### config.mk
export PLATFORM = sky130hd
export DESIGN_NAME = mdu_hilo_seq_flat
export DESIGN_NICKNAME = d
export VERILOG_FILES = /design/src/rtl/mdu_hilo_seq_if.sv /design/src/rtl/mdu_hilo_seq.sv /design/src/flat_wrapper.sv
export SDC_FILE = /design/constraint.sdc
export NUM_CORES = 1
export LEC_CHECK = 0
export BUFFER_PORTS_ARGS = -buffer_cell sky130_fd_sc_hd__buf_2
export CAP_MARGIN = 5
export CORE_MARGIN = 2
export CORE_UTILIZATION = 32
export CTS_CLUSTER_DIAMETER = 150
export DETAILED_ROUTE_END_ITERATION = 16
export SLEW_MARGIN = 20
export SYNTH_ARGS = -nofsm -noshare
export SYNTH_HDL_FRONTEND = slang
export SYNTH_SLANG_ARGS = --single-unit
### constraint.sdc
create_clock -name clk -period 8.8 [get_ports clk]
set_input_delay 1.32 -clock clk [delete_from_list [all_inputs] [get_ports clk]]
set_output_delay 1.32 -clock clk [all_outputs]
set_load 0.05 [all_outputs]
### src/rtl/mdu_hilo_seq_if.sv
// Handshake and result bus between the EX stage and the multiply/divide unit.
// The EX stage is the master: it issues operations and reads HI/LO back.
interface mdu_hilo_seq_if #(
  parameter int WIDTH = 32
);
  logic             start;
  logic [2:0]       op;
  logic [WIDTH-1:0] a;
  logic [WIDTH-1:0] b;
  logic             flush;
  logic             busy;
  logic             done;
  logic [WIDTH-1:0] hi;
  logic [WIDTH-1:0] lo;

  modport master (
    output start, op, a, b, flush,
    input  busy, done, hi, lo
  );

  modport slave (
    input  start, op, a, b, flush,
    output busy, done, hi, lo
  );
endinterface

### src/rtl/mdu_hilo_seq.sv
// Iterative multiply/divide unit owning the HI/LO register pair.
// Multiply is shift-add on magnitudes, divide is restoring division on
// magnitudes; signs are re-applied (and MADD/MSUB accumulate) in FINISH.
module mdu_hilo_seq #(
  parameter int WIDTH = 32,
  parameter int CNT_W = 6
) (
  input  logic          clk,
  input  logic          rst,
  mdu_hilo_seq_if.slave bus
);

  typedef enum logic [1:0] {
    IDLE   = 2'd0,
    RUN    = 2'd1,
    FINISH = 2'd2
  } state_t;

  localparam logic [2:0] OP_MULT  = 3'd0;
  localparam logic [2:0] OP_MULTU = 3'd1;
  localparam logic [2:0] OP_MADD  = 3'd2;
  localparam logic [2:0] OP_MSUB  = 3'd3;
  localparam logic [2:0] OP_DIV   = 3'd4;
  localparam logic [2:0] OP_DIVU  = 3'd5;
  localparam logic [2:0] OP_MTHI  = 3'd6;
  localparam logic [2:0] OP_MTLO  = 3'd7;

  localparam logic [CNT_W-1:0] CNT_LAST = CNT_W'(WIDTH - 1);
  localparam logic [CNT_W-1:0] CNT_ONE  = CNT_W'(1);

  // Two's-complement negate of a single-width value when en is set.
  function automatic logic [WIDTH-1:0] cond_neg(input logic [WIDTH-1:0] v,
                                                input logic en);
    return en ? ({WIDTH{1'b0}} - v) : v;
  endfunction

  // Two's-complement negate of a double-width value when en is set.
  function automatic logic [2*WIDTH-1:0] cond_neg2(input logic [2*WIDTH-1:0] v,
                                                   input logic en);
    return en ? ({(2*WIDTH){1'b0}} - v) : v;
  endfunction

  // Control state
  state_t           state;
  logic [CNT_W-1:0] cnt;
  logic             busy_q;
  logic             done_q;
  logic [WIDTH-1:0] hi_q;
  logic [WIDTH-1:0] lo_q;

  // Operation context and working registers (no reset: meaningless outside RUN/FINISH)
  logic [2:0]       op_q;
  logic             sa_q;
  logic             sb_q;
  logic             div0_q;
  logic [WIDTH-1:0] opnd_q;
  logic [WIDTH-1:0] work_hi;
  logic [WIDTH-1:0] work_lo;

  // Issue-side decode
  logic                    is_mt_in;
  logic                    is_div_in;
  logic                    is_signed_in;
  logic signed [WIDTH-1:0] a_s;
  logic signed [WIDTH-1:0] b_s;
  logic                    a_neg_in;
  logic                    b_neg_in;
  logic                    accept_long;

  // Iteration results
  logic             is_div_q;
  logic [WIDTH:0]   mul_sum;
  logic [WIDTH:0]   div_shift;
  logic [WIDTH:0]   div_diff;
  logic [WIDTH-1:0] iter_hi;
  logic [WIDTH-1:0] iter_lo;

  // Commit results
  logic [2*WIDTH-1:0] prod_s;
  logic [2*WIDTH-1:0] acc;
  logic [2*WIDTH-1:0] mul_res;
  logic [WIDTH-1:0]   fin_hi;
  logic [WIDTH-1:0]   fin_lo;

  assign bus.busy = busy_q;
  assign bus.done = done_q;
  assign bus.hi   = hi_q;
  assign bus.lo   = lo_q;

  assign a_s          = bus.a;
  assign b_s          = bus.b;
  assign is_mt_in     = (bus.op == OP_MTHI) || (bus.op == OP_MTLO);
  assign is_div_in    = (bus.op == OP_DIV) || (bus.op == OP_DIVU);
  assign is_signed_in = (bus.op == OP_MULT) || (bus.op == OP_MADD) ||
                        (bus.op == OP_MSUB) || (bus.op == OP_DIV);
  assign a_neg_in     = is_signed_in && (a_s < 0);
  assign b_neg_in     = is_signed_in && (b_s < 0);
  assign accept_long  = (state == IDLE) && bus.start && !bus.flush && !is_mt_in;
  assign is_div_q     = (op_q == OP_DIV) || (op_q == OP_DIVU);

  // One shift-add or restoring-divide step on the working registers
  always_comb begin
    mul_sum   = {1'b0, work_hi} + (work_lo[0] ? {1'b0, opnd_q} : {(WIDTH+1){1'b0}});
    div_shift = {work_hi, work_lo[WIDTH-1]};
    div_diff  = div_shift - {1'b0, opnd_q};
    iter_hi   = work_hi;
    iter_lo   = work_lo;
    if (is_div_q) begin
      // A clear top bit means the trial subtraction did not borrow.
      if (!div_diff[WIDTH]) begin
        iter_hi = div_diff[WIDTH-1:0];
        iter_lo = {work_lo[WIDTH-2:0], 1'b1};
      end else begin
        iter_hi = div_shift[WIDTH-1:0];
        iter_lo = {work_lo[WIDTH-2:0], 1'b0};
      end
    end else begin
      iter_hi = mul_sum[WIDTH:1];
      iter_lo = {mul_sum[0], work_lo[WIDTH-1:1]};
    end
  end

  // Sign fix-up and accumulate for the FINISH commit
  always_comb begin
    prod_s  = cond_neg2({work_hi, work_lo}, sa_q ^ sb_q);
    acc     = {hi_q, lo_q};
    mul_res = acc;
    fin_hi  = hi_q;
    fin_lo  = lo_q;
    case (op_q)
      OP_MULT, OP_MULTU: mul_res = prod_s;
      OP_MADD:           mul_res = acc + prod_s;
      OP_MSUB:           mul_res = acc - prod_s;
      default:           mul_res = acc;
    endcase
    if (is_div_q) begin
      // Remainder follows the dividend sign, which also reproduces A on divide by zero.
      fin_hi = cond_neg(work_hi, sa_q);
      fin_lo = div0_q ? {WIDTH{1'b1}} : cond_neg(work_lo, sa_q ^ sb_q);
    end else begin
      fin_hi = mul_res[2*WIDTH-1:WIDTH];
      fin_lo = mul_res[WIDTH-1:0];
    end
  end

  // Latch operand magnitudes on accept, then iterate while in RUN
  always_ff @(posedge clk) begin
    if (accept_long) begin
      op_q    <= bus.op;
      sa_q    <= a_neg_in;
      sb_q    <= b_neg_in;
      div0_q  <= (bus.b == {WIDTH{1'b0}});
      work_hi <= {WIDTH{1'b0}};
      if (is_div_in) begin
        work_lo <= cond_neg(bus.a, a_neg_in);
        opnd_q  <= cond_neg(bus.b, b_neg_in);
      end else begin
        work_lo <= cond_neg(bus.b, b_neg_in);
        opnd_q  <= cond_neg(bus.a, a_neg_in);
      end
    end else if (state == RUN) begin
      work_hi <= iter_hi;
      work_lo <= iter_lo;
    end
  end

  // Control FSM: issue, iteration count, abort, commit and the Done pulse
  always_ff @(posedge clk or posedge rst) begin
    if (rst) begin
      state  <= IDLE;
      cnt    <= '0;
      busy_q <= 1'b0;
      done_q <= 1'b0;
      hi_q   <= '0;
      lo_q   <= '0;
    end else begin
      done_q <= 1'b0;
      case (state)
        IDLE: begin
          if (bus.start && !bus.flush) begin
            if (bus.op == OP_MTHI) begin
              hi_q   <= bus.a;
              done_q <= 1'b1;
            end else if (bus.op == OP_MTLO) begin
              lo_q   <= bus.a;
              done_q <= 1'b1;
            end else begin
              state  <= RUN;
              busy_q <= 1'b1;
              cnt    <= '0;
            end
          end
        end
        RUN: begin
          if (bus.flush) begin
            state  <= IDLE;
            busy_q <= 1'b0;
            cnt    <= '0;
          end else if (cnt == CNT_LAST) begin
            state <= FINISH;
            cnt   <= '0;
          end else begin
            cnt <= cnt + CNT_ONE;
          end
        end
        FINISH: begin
          // Abort wins over commit.
          if (!bus.flush) begin
            hi_q   <= fin_hi;
            lo_q   <= fin_lo;
            done_q <= 1'b1;
          end
          state  <= IDLE;
          busy_q <= 1'b0;
        end
        default: begin
          state  <= IDLE;
          busy_q <= 1'b0;
          cnt    <= '0;
        end
      endcase
    end
  end

endmodule

### src/flat_wrapper.sv
// flat-port wrapper written by rule: the top's interface ports become plain ports
module mdu_hilo_seq_flat 
#(
  parameter int WIDTH = 32,
  parameter int CNT_W = 6
)
  (clk, rst, bus_start, bus_op, bus_a, bus_b, bus_flush, bus_busy, bus_done, bus_hi, bus_lo);
  mdu_hilo_seq_if #(.WIDTH(WIDTH)) bus_i ();
  input  logic clk;
  input  logic rst;
  input wire logic [$bits(bus_i.start)-1:0] bus_start;
  input wire logic [$bits(bus_i.op)-1:0] bus_op;
  input wire logic [$bits(bus_i.a)-1:0] bus_a;
  input wire logic [$bits(bus_i.b)-1:0] bus_b;
  input wire logic [$bits(bus_i.flush)-1:0] bus_flush;
  output wire logic [$bits(bus_i.busy)-1:0] bus_busy;
  output wire logic [$bits(bus_i.done)-1:0] bus_done;
  output wire logic [$bits(bus_i.hi)-1:0] bus_hi;
  output wire logic [$bits(bus_i.lo)-1:0] bus_lo;
  assign bus_i.start = bus_start;
  assign bus_i.op = bus_op;
  assign bus_i.a = bus_a;
  assign bus_i.b = bus_b;
  assign bus_i.flush = bus_flush;
  assign bus_busy = bus_i.busy;
  assign bus_done = bus_i.done;
  assign bus_hi = bus_i.hi;
  assign bus_lo = bus_i.lo;
  mdu_hilo_seq #(.WIDTH(WIDTH), .CNT_W(CNT_W)) u_core (.clk(clk), .rst(rst), .bus(bus_i));
endmodule
==> reports/metrics.yaml, run 1 <==
status:
  status: "finished clean"
worst_setup_path:
  crit_fanout: 10
  end_kind: "flip-flop"
  r2r_slack_ns: 1.29
  crit_path_top_delay_cell: "o41ai_1"
  path_depth: 24
  r2r-end: "u_core.bus.hi[27]"
  worst_path_largest_cell_delay_ns: 0.72
  start_kind: "flip-flop"
  cp_cell_sequence: "inv_1 -> ha_1 -> nor2b_1 -> nand4_1 -> nor2_1 -> a31oi_1 -> a221oi_4 -> and4b_1 -> and2b_1 -> nand2_1 -> nor2_1 -> a21oi_1 -> xor2_1 -> ha_1 -> a21o_1 -> a21o_1 -> a21o_1 -> a221o_1 -> a21oi_1 -> o21ai_0 -> o41ai_1 -> mux2_2 -> nand3_1 -> a21oi_1"
  path_buf_inv: 1
  r2r_cells: 24
  cp.arrival_ns: 7.90
  crit_required_ns: 9.19
  reg2reg_from: "u_core.work_lo[0]"
  critical_path_class: "reg -> reg"
  worst_path_dominant_cell_family: "compound AO/OA/AOI/OAI gates"
die:
  die_y_um: 265.0
  fp.coreArea_sq_um: 67280
  rows: 95
  die-area_sq_um: 70240
  initial_utilization_pct: 32.41
  die_w_um: 265.0
  io_pins: 137
clock_tree:
  cts_made_buffers: 17
  cts_sinks: 176
  holdBufCountCts: 0
  post_cts_buffers: 0
  htreeDepth: 4
  cts_root_buf: "clkbuf_16"
  clk_latency_ns: 0.54
  cts_resized: 0
  clk_pin_slew_worst_paths_ns: 0.08
  cts_tree: "done"
  cts_buffer_depth: 2
place:
  dp_cells: 3797
  preCtsSetupSlack_ns: 1.566
  port_buffers: 136
  globalplace.congestion: 0.9604
  place_area_sq_um: 23120
  hpwl_mm: 68.48
hold_path:
  holdPathStages: 1
  worstHoldStart: "u_core.cnt[2]"
  hold_end: "u_core.cnt[2]"
  min_path_type: "reg -> reg"
cells_and_area:
  final_area_sq_um: 23750
  multi_input_area_sq_um: 16170
  syn_to_final_growth_pct: 8.913
  num-nets-final: 3149
  final_cells: 3830
  ff_latch_area_sq_um: 4594
  fillers: 7219
  finish.utilization_pct: 35.29
  drive_above_1_share_pct: 9.235
timing:
  report.final.hold_viol_count: 0
  max_slew_margin_pct: 32.32
  fin_crit_sh_pct: 85.36
  worst_pin_slew_ns: 1.014
  slew_violations: 0
  finalSetupTns_ns: 0
  fin_skew_ns: 0.02608
  rsz0062_at_grt: "no"
  setup-violations-final: 0
  fin_crit_ns: 7.511
  fmax_mhz: 133.1
  fin_hold_ws_ns: 0.5150
  timing.final.ws_setup_ns: 1.289
pwr:
  power_frac_clock_pct: 11.6
  p_sw_share_pct: 53.87
  p_sw_mw: 3.933
  p_int_mw: 3.368
  power_frac_comb_pct: 67.6
  p_per_area_nw_per_um2: 307.5
  total_power_mw: 7.301
  peakVddDrop_uv: 185.6
  p_seq_share_pct: 20.8
  power.leakage_nw: 9.513
detailed_routing:
  antenna_left: 0
  vias: 22969
  drt_first_iter_violations: 2683
  dr.pass1.iters: 7
  drc_errors: 0
  wl_per_cell_um: 22.93
  vias_per_cell: 5.997
  wl_mm: 87.81
synth:
  synth_edf_count: 70
  synth_area_sq_um: 21800
  ys_seq_area_share_pct: 21.07
  yosys_warnings: 0
  ys.flop_type: "dfrtp_1"
  yosys-top-cells-area: "edfxtp_1 9.6%, dfrtp_1 8.5%, ha_1 7.6%"
  synth_top_area_share_pct: 9.641
  ys_ff_latch: 176
  yosysUniqueCellTypes: 100
  yosysTopAreaCell: "edfxtp_1"
  postSynthCellCount: 2953
  avgSynthCellArea_sq_um: 7.383
  async_flop_share_pct: 42.05
  synth_commonest_cells: "357 x nand2_1, 285 x a21oi_1, 262 x nor2_1"
  yosysMostFrequentCell: "nand2_1"
  synth_nets: 3159
global_route:
  grt_pass1_wl_mm: 131.9
  antenna_found_initial: 5
  first_global_vias: 21332
  grt_max_degree: 75
  grt_usage_pct: 24.59
  globalRoute.totalOverflow: 0
flow_run:
  cap_violations: 0
how the worst max path moves through the flow:
stage,end,start,slack [ns]
detailed placement,u_core.bus.hi[27],u_core.work_lo[0],1.57
finish,u_core.bus.hi[27],u_core.work_lo[0],1.29
global route,u_core.bus.hi[26],u_core.work_lo[0],0.83
CTS,u_core.bus.hi[27],u_core.work_lo[0],1.51
floorplan,u_core.bus.hi[27],u_core.work_lo[0],2.54
global placement,u_core.bus.hi[27],u_core.work_lo[0],1.72
per-layer routing:
metal / part of all wire, % / track usage [%] / vias up
met3: 7.9 / 4.805 / 195
met1: 41 / 31.21 / 10943
met4: 3.9 / 10.23 / 6
met2: 47 / 40.75 / 1015
met5: 0.047 / 0 / -
li1: - / - / 10810
cell families (layout without fill, tap and decap cells):
family          count (synthesis)  after routing  synth area share [%]
simple gates                 1025           1025                 22.74
other cells                     0              1                     0
flops                         176            176                 21.07
fa+ha+maj                     135            135                 7.851
mux                            58             58                 2.720
compound gates                961            961                 28.11
xor+xnor                      307            307                 12.37
buf+inv                       291            294                 5.136
state kept, by name, summed over array words and instances (netlist names):
signal and flops:
u_core.cnt 6, u_core.bus.lo 32, u_core.div0_q 1, u_core.opnd_q 32
u_core.op_q 3, u_core.sa_q 1, u_core.sb_q 1, u_core.bus.done 1
u_core.bus.hi 32, u_core.work_lo 32, u_core.bus.busy 1, u_core.state 2
u_core.work_hi 32
layout by cell type, fill, tap and decap left out, types with 20 or more instances in the layout:
| cell | count |
|---|---|
| buf_4 | 30 |
| nor3_1 | 66 |
| o21a_1 | 20 |
| a21o_1 | 66 |
| mux2i_1 | 48 |
| nand4_1 | 33 |
| nor2b_1 | 24 |
| o211ai_1 | 28 |
| a21oi_1 | 285 |
| dfrtp_1 | 74 |
| inv_1 | 93 |
| nand3_1 | 51 |
| a31oi_1 | 101 |
| nand2_1 | 356 |
| a211oi_1 | 33 |
| edfxtp_1 | 70 |
| xnor2_1 | 183 |
| or3_1 | 21 |
| nor4_1 | 33 |
| nor2_1 | 259 |
| o31ai_1 | 29 |
| buf_2 | 136 |
| o21ai_0 | 197 |
| xor2_1 | 121 |
| dfxtp_1 | 32 |
| and3_1 | 35 |
| nand2b_1 | 35 |
| a221oi_1 | 25 |
| ha_1 | 132 |
power by group through the flow:
stage / combinational (mW) / clock, mW / sequential [mW]
6_report: 4.94 / 0.848 / 1.52
5_1_grt: 5.41 / 0.883 / 1.54
4_1_cts: 4.88 / 0.857 / 1.51
3_5_place_dp: 4.85 / 0 / 1.52
3_3_place_gp: 4.86 / 0 / 1.52
2_1_floorplan: 3.55 / 0 / 1.59
worst reg2reg max path, stage by stage, from the launching register on:
cell and delay, ns:
edfxtp_1 0.55, inv_1 0.15, ha_1 0.26, nor2b_1 0.53, nand4_1 0.52, nor2_1 0.55
a31oi_1 0.25, a221oi_4 0.32, and4b_1 0.34, and2b_1 0.22, nand2_1 0.12, nor2_1 0.33
a21oi_1 0.14, xor2_1 0.16, ha_1 0.41, a21o_1 0.20, a21o_1 0.17, a21o_1 0.19
a221o_1 0.30, a21oi_1 0.18, o21ai_0 0.18, o41ai_1 0.73, mux2_2 0.41, nand3_1 0.08
a21oi_1 0.07
area by class of cell:
| type | instances | area share [%] |
|---|---|---|
| Multi-Input combinational cell | 2486 | 68.11 |
| Sequential cell | 176 | 19.35 |
| Tap cell | 873 | 4.600 |
| Timing Repair Buffer | 166 | 3.815 |
| Clock buffer | 17 | 1.792 |
| Inverter | 96 | 1.523 |
| Clock inverter | 15 | 0.8009 |
| Antenna cell | 1 | 0.01054 |
Power figures use the tool's default switching activity.
==> inputs of run 2 (changes only) <==
Settings changed: ABC_AREA set to 1, CTS_CLUSTER_SIZE set to 25.
==> reports/metrics.yaml, run 2 <==
synth:
  yosys-top-cells-area: "nand2_1 16%, edfxtp_1 9.0%, nor2_1 8.8%"
  ys.flop_type: "dfrtp_1"
  synth_commonest_cells: "973 x nand2_1, 546 x nor2_1, 540 x inv_1"
  yosys_warnings: 0
  avgSynthCellArea_sq_um: 5.865
  postSynthCellCount: 3985
  synth_top_area_share_pct: 15.63
  synth_area_sq_um: 23370
  yosysUniqueCellTypes: 57
  yosysMostFrequentCell: "nand2_1"
  synth_edf_count: 70
  synth_nets: 4191
  ys_ff_latch: 176
  ys_seq_area_share_pct: 19.66
  async_flop_share_pct: 42.05
  yosysTopAreaCell: "nand2_1"
clock_tree:
  cts_made_buffers: 17
  clk_latency_ns: 0.53
  cts_buffer_depth: 2
  cts_resized: 0
  post_cts_buffers: 0
  cts_tree: "done"
  holdBufCountCts: 0
  cts_root_buf: "clkbuf_16"
  cts_sinks: 176
  clk_pin_slew_worst_paths_ns: 0.09
  htreeDepth: 4
worst_setup_path:
  crit_path_frequent_cell: "nand2_1"
  cp.arrival_ns: 7.15
  crit_fanout: 47
  worst_path_dominant_cell_family: "simple AND/OR/NAND/NOR gates"
  path_buf_inv: 3
  critical_path_class: "reg -> reg"
  r2r_cells: 31
  r2r_slack_ns: 2.10
  start_kind: "flip-flop"
  crit_path_top_delay_cell: "edfxtp_1"
  end_kind: "flip-flop"
  worst_path_largest_cell_delay_ns: 0.98
  path_depth: 31
  crit_required_ns: 9.25
die:
  die_w_um: 274.3
  io_pins: 137
  die-area_sq_um: 75220
  rows: 99
  fp.coreArea_sq_um: 72590
  initial_utilization_pct: 32.20
  die_y_um: 274.3
timing:
  setup-violations-final: 0
  fmax_mhz: 149.2
  fin_hold_ws_ns: 0.5146
  finalSetupTns_ns: 0
  fin_skew_ns: 0.01844
  slew_violations: 0
  fin_crit_sh_pct: 76.15
  worst_pin_slew_ns: 0.9822
  max_slew_margin_pct: 34.52
  rsz0062_at_grt: "no"
  timing.final.ws_setup_ns: 2.099
  fin_crit_ns: 6.701
  report.final.hold_viol_count: 0
global_route:
  first_global_vias: 25556
  grt_pass1_wl_mm: 153.3
  grt_usage_pct: 27.02
  globalRoute.totalOverflow: 0
  antenna_found_initial: 0
  grt_max_degree: 82
place:
  place_area_sq_um: 25020
  preCtsSetupSlack_ns: 2.400
  port_buffers: 136
  globalplace.congestion: 1.029
  hpwl_mm: 83.93
cells_and_area:
  mostFrequentLayoutCell: "nand2_1"
  final_area_sq_um: 25650
  syn_to_final_growth_pct: 9.727
  finish.utilization_pct: 35.33
  drive_above_1_share_pct: 6.301
  diodes: 0
  num-nets-final: 4256
  final_cell_mix: "972 x nand2_1, 543 x nor2_1, 539 x inv_1, 365 x o21ai_0, 349 x a21oi_1"
status:
  status: "finished clean"
detailed_routing:
  dr.pass1.iters: 6
  vias: 27371
  wl_per_cell_um: 20.55
  antenna_left: 0
  wl_mm: 103.2
  vias_per_cell: 5.450
  drc_errors: 0
  drt_first_iter_violations: 2942
pwr:
  power.leakage_nw: 12.27
  p_per_area_nw_per_um2: 312.2
  peakVddDrop_uv: 195.2
hold_path:
  min_path_type: "reg -> reg"
  holdPathStages: 2
flow_run:
  cap_violations: 0
run 2: final timing paths:
kind	from	to
max	u_core.sa_q	u_core.bus.hi[27]
min	u_core.bus.busy	u_core.bus.busy
max reg2reg	u_core.sa_q	u_core.bus.hi[27]
min reg2reg	u_core.bus.busy	u_core.bus.busy
max in group asynchronous	rst	u_core.bus.hi[31]
min in group asynchronous	rst	u_core.bus.lo[8]
run 2: logic make-up (layout without fill, tap and decap cells):
family                   after synthesis  in the layout  share of synthesized area [%]
AO/OA/AOI/OAI                        957            957                          22.82
XOR/XNOR                             156            156                          5.910
adder cells (fa/ha/maj)              135            135                          7.323
buffers and inverters                668            746                          10.93
flip-flops                           176            176                          19.66
multiplexers                           1              1                        0.04283
AND/OR/NAND/NOR                     1892           1892                          33.32
run 2: area by class of cell:
type	count	area (sq um)
tap	959	1200
multi-input combinational	3141	16270
inverter	550	2066
clock inverter	15	201.4
clock buffer	17	425.4
sequential	176	4594
fill	8230	46940
timing repair buffer	164	890.9
run 2: metal layers:
layer / routed length [um] / GRT usage, % / part of all wire (%)
met1: 43060 / 34.65 / 42
met2: 47620 / 44.80 / 46
met3: 8070 / 4.405 / 7.8
met5: 0 / 0 / 0
met4: 4466 / 11.38 / 4.3
run 2: per-stage QoR:
stage	cells	total power [mW]
finish	5022	8.007
global route	5022	8.650
CTS	5022	7.930
detailed placement	4990	7.044
global placement	4990	7.044
floorplan	3985	5.376
run 2: power breakdown:
part,leakage (nW),total (mW),switching [mW],internal [mW]
combinational,10.2,5.59,3.91,1.68
clock,0.302,0.856,0.465,0.391
sequential,1.81,1.56,0.455,1.10
total,12.3,8.01,4.83,3.18
run 2: tightest hold or removal path, cell delays in order (launching register included):
cell and delay, ns:
dfrtp_1 0.35, o21ai_0 0.08, nand2_1 0.06
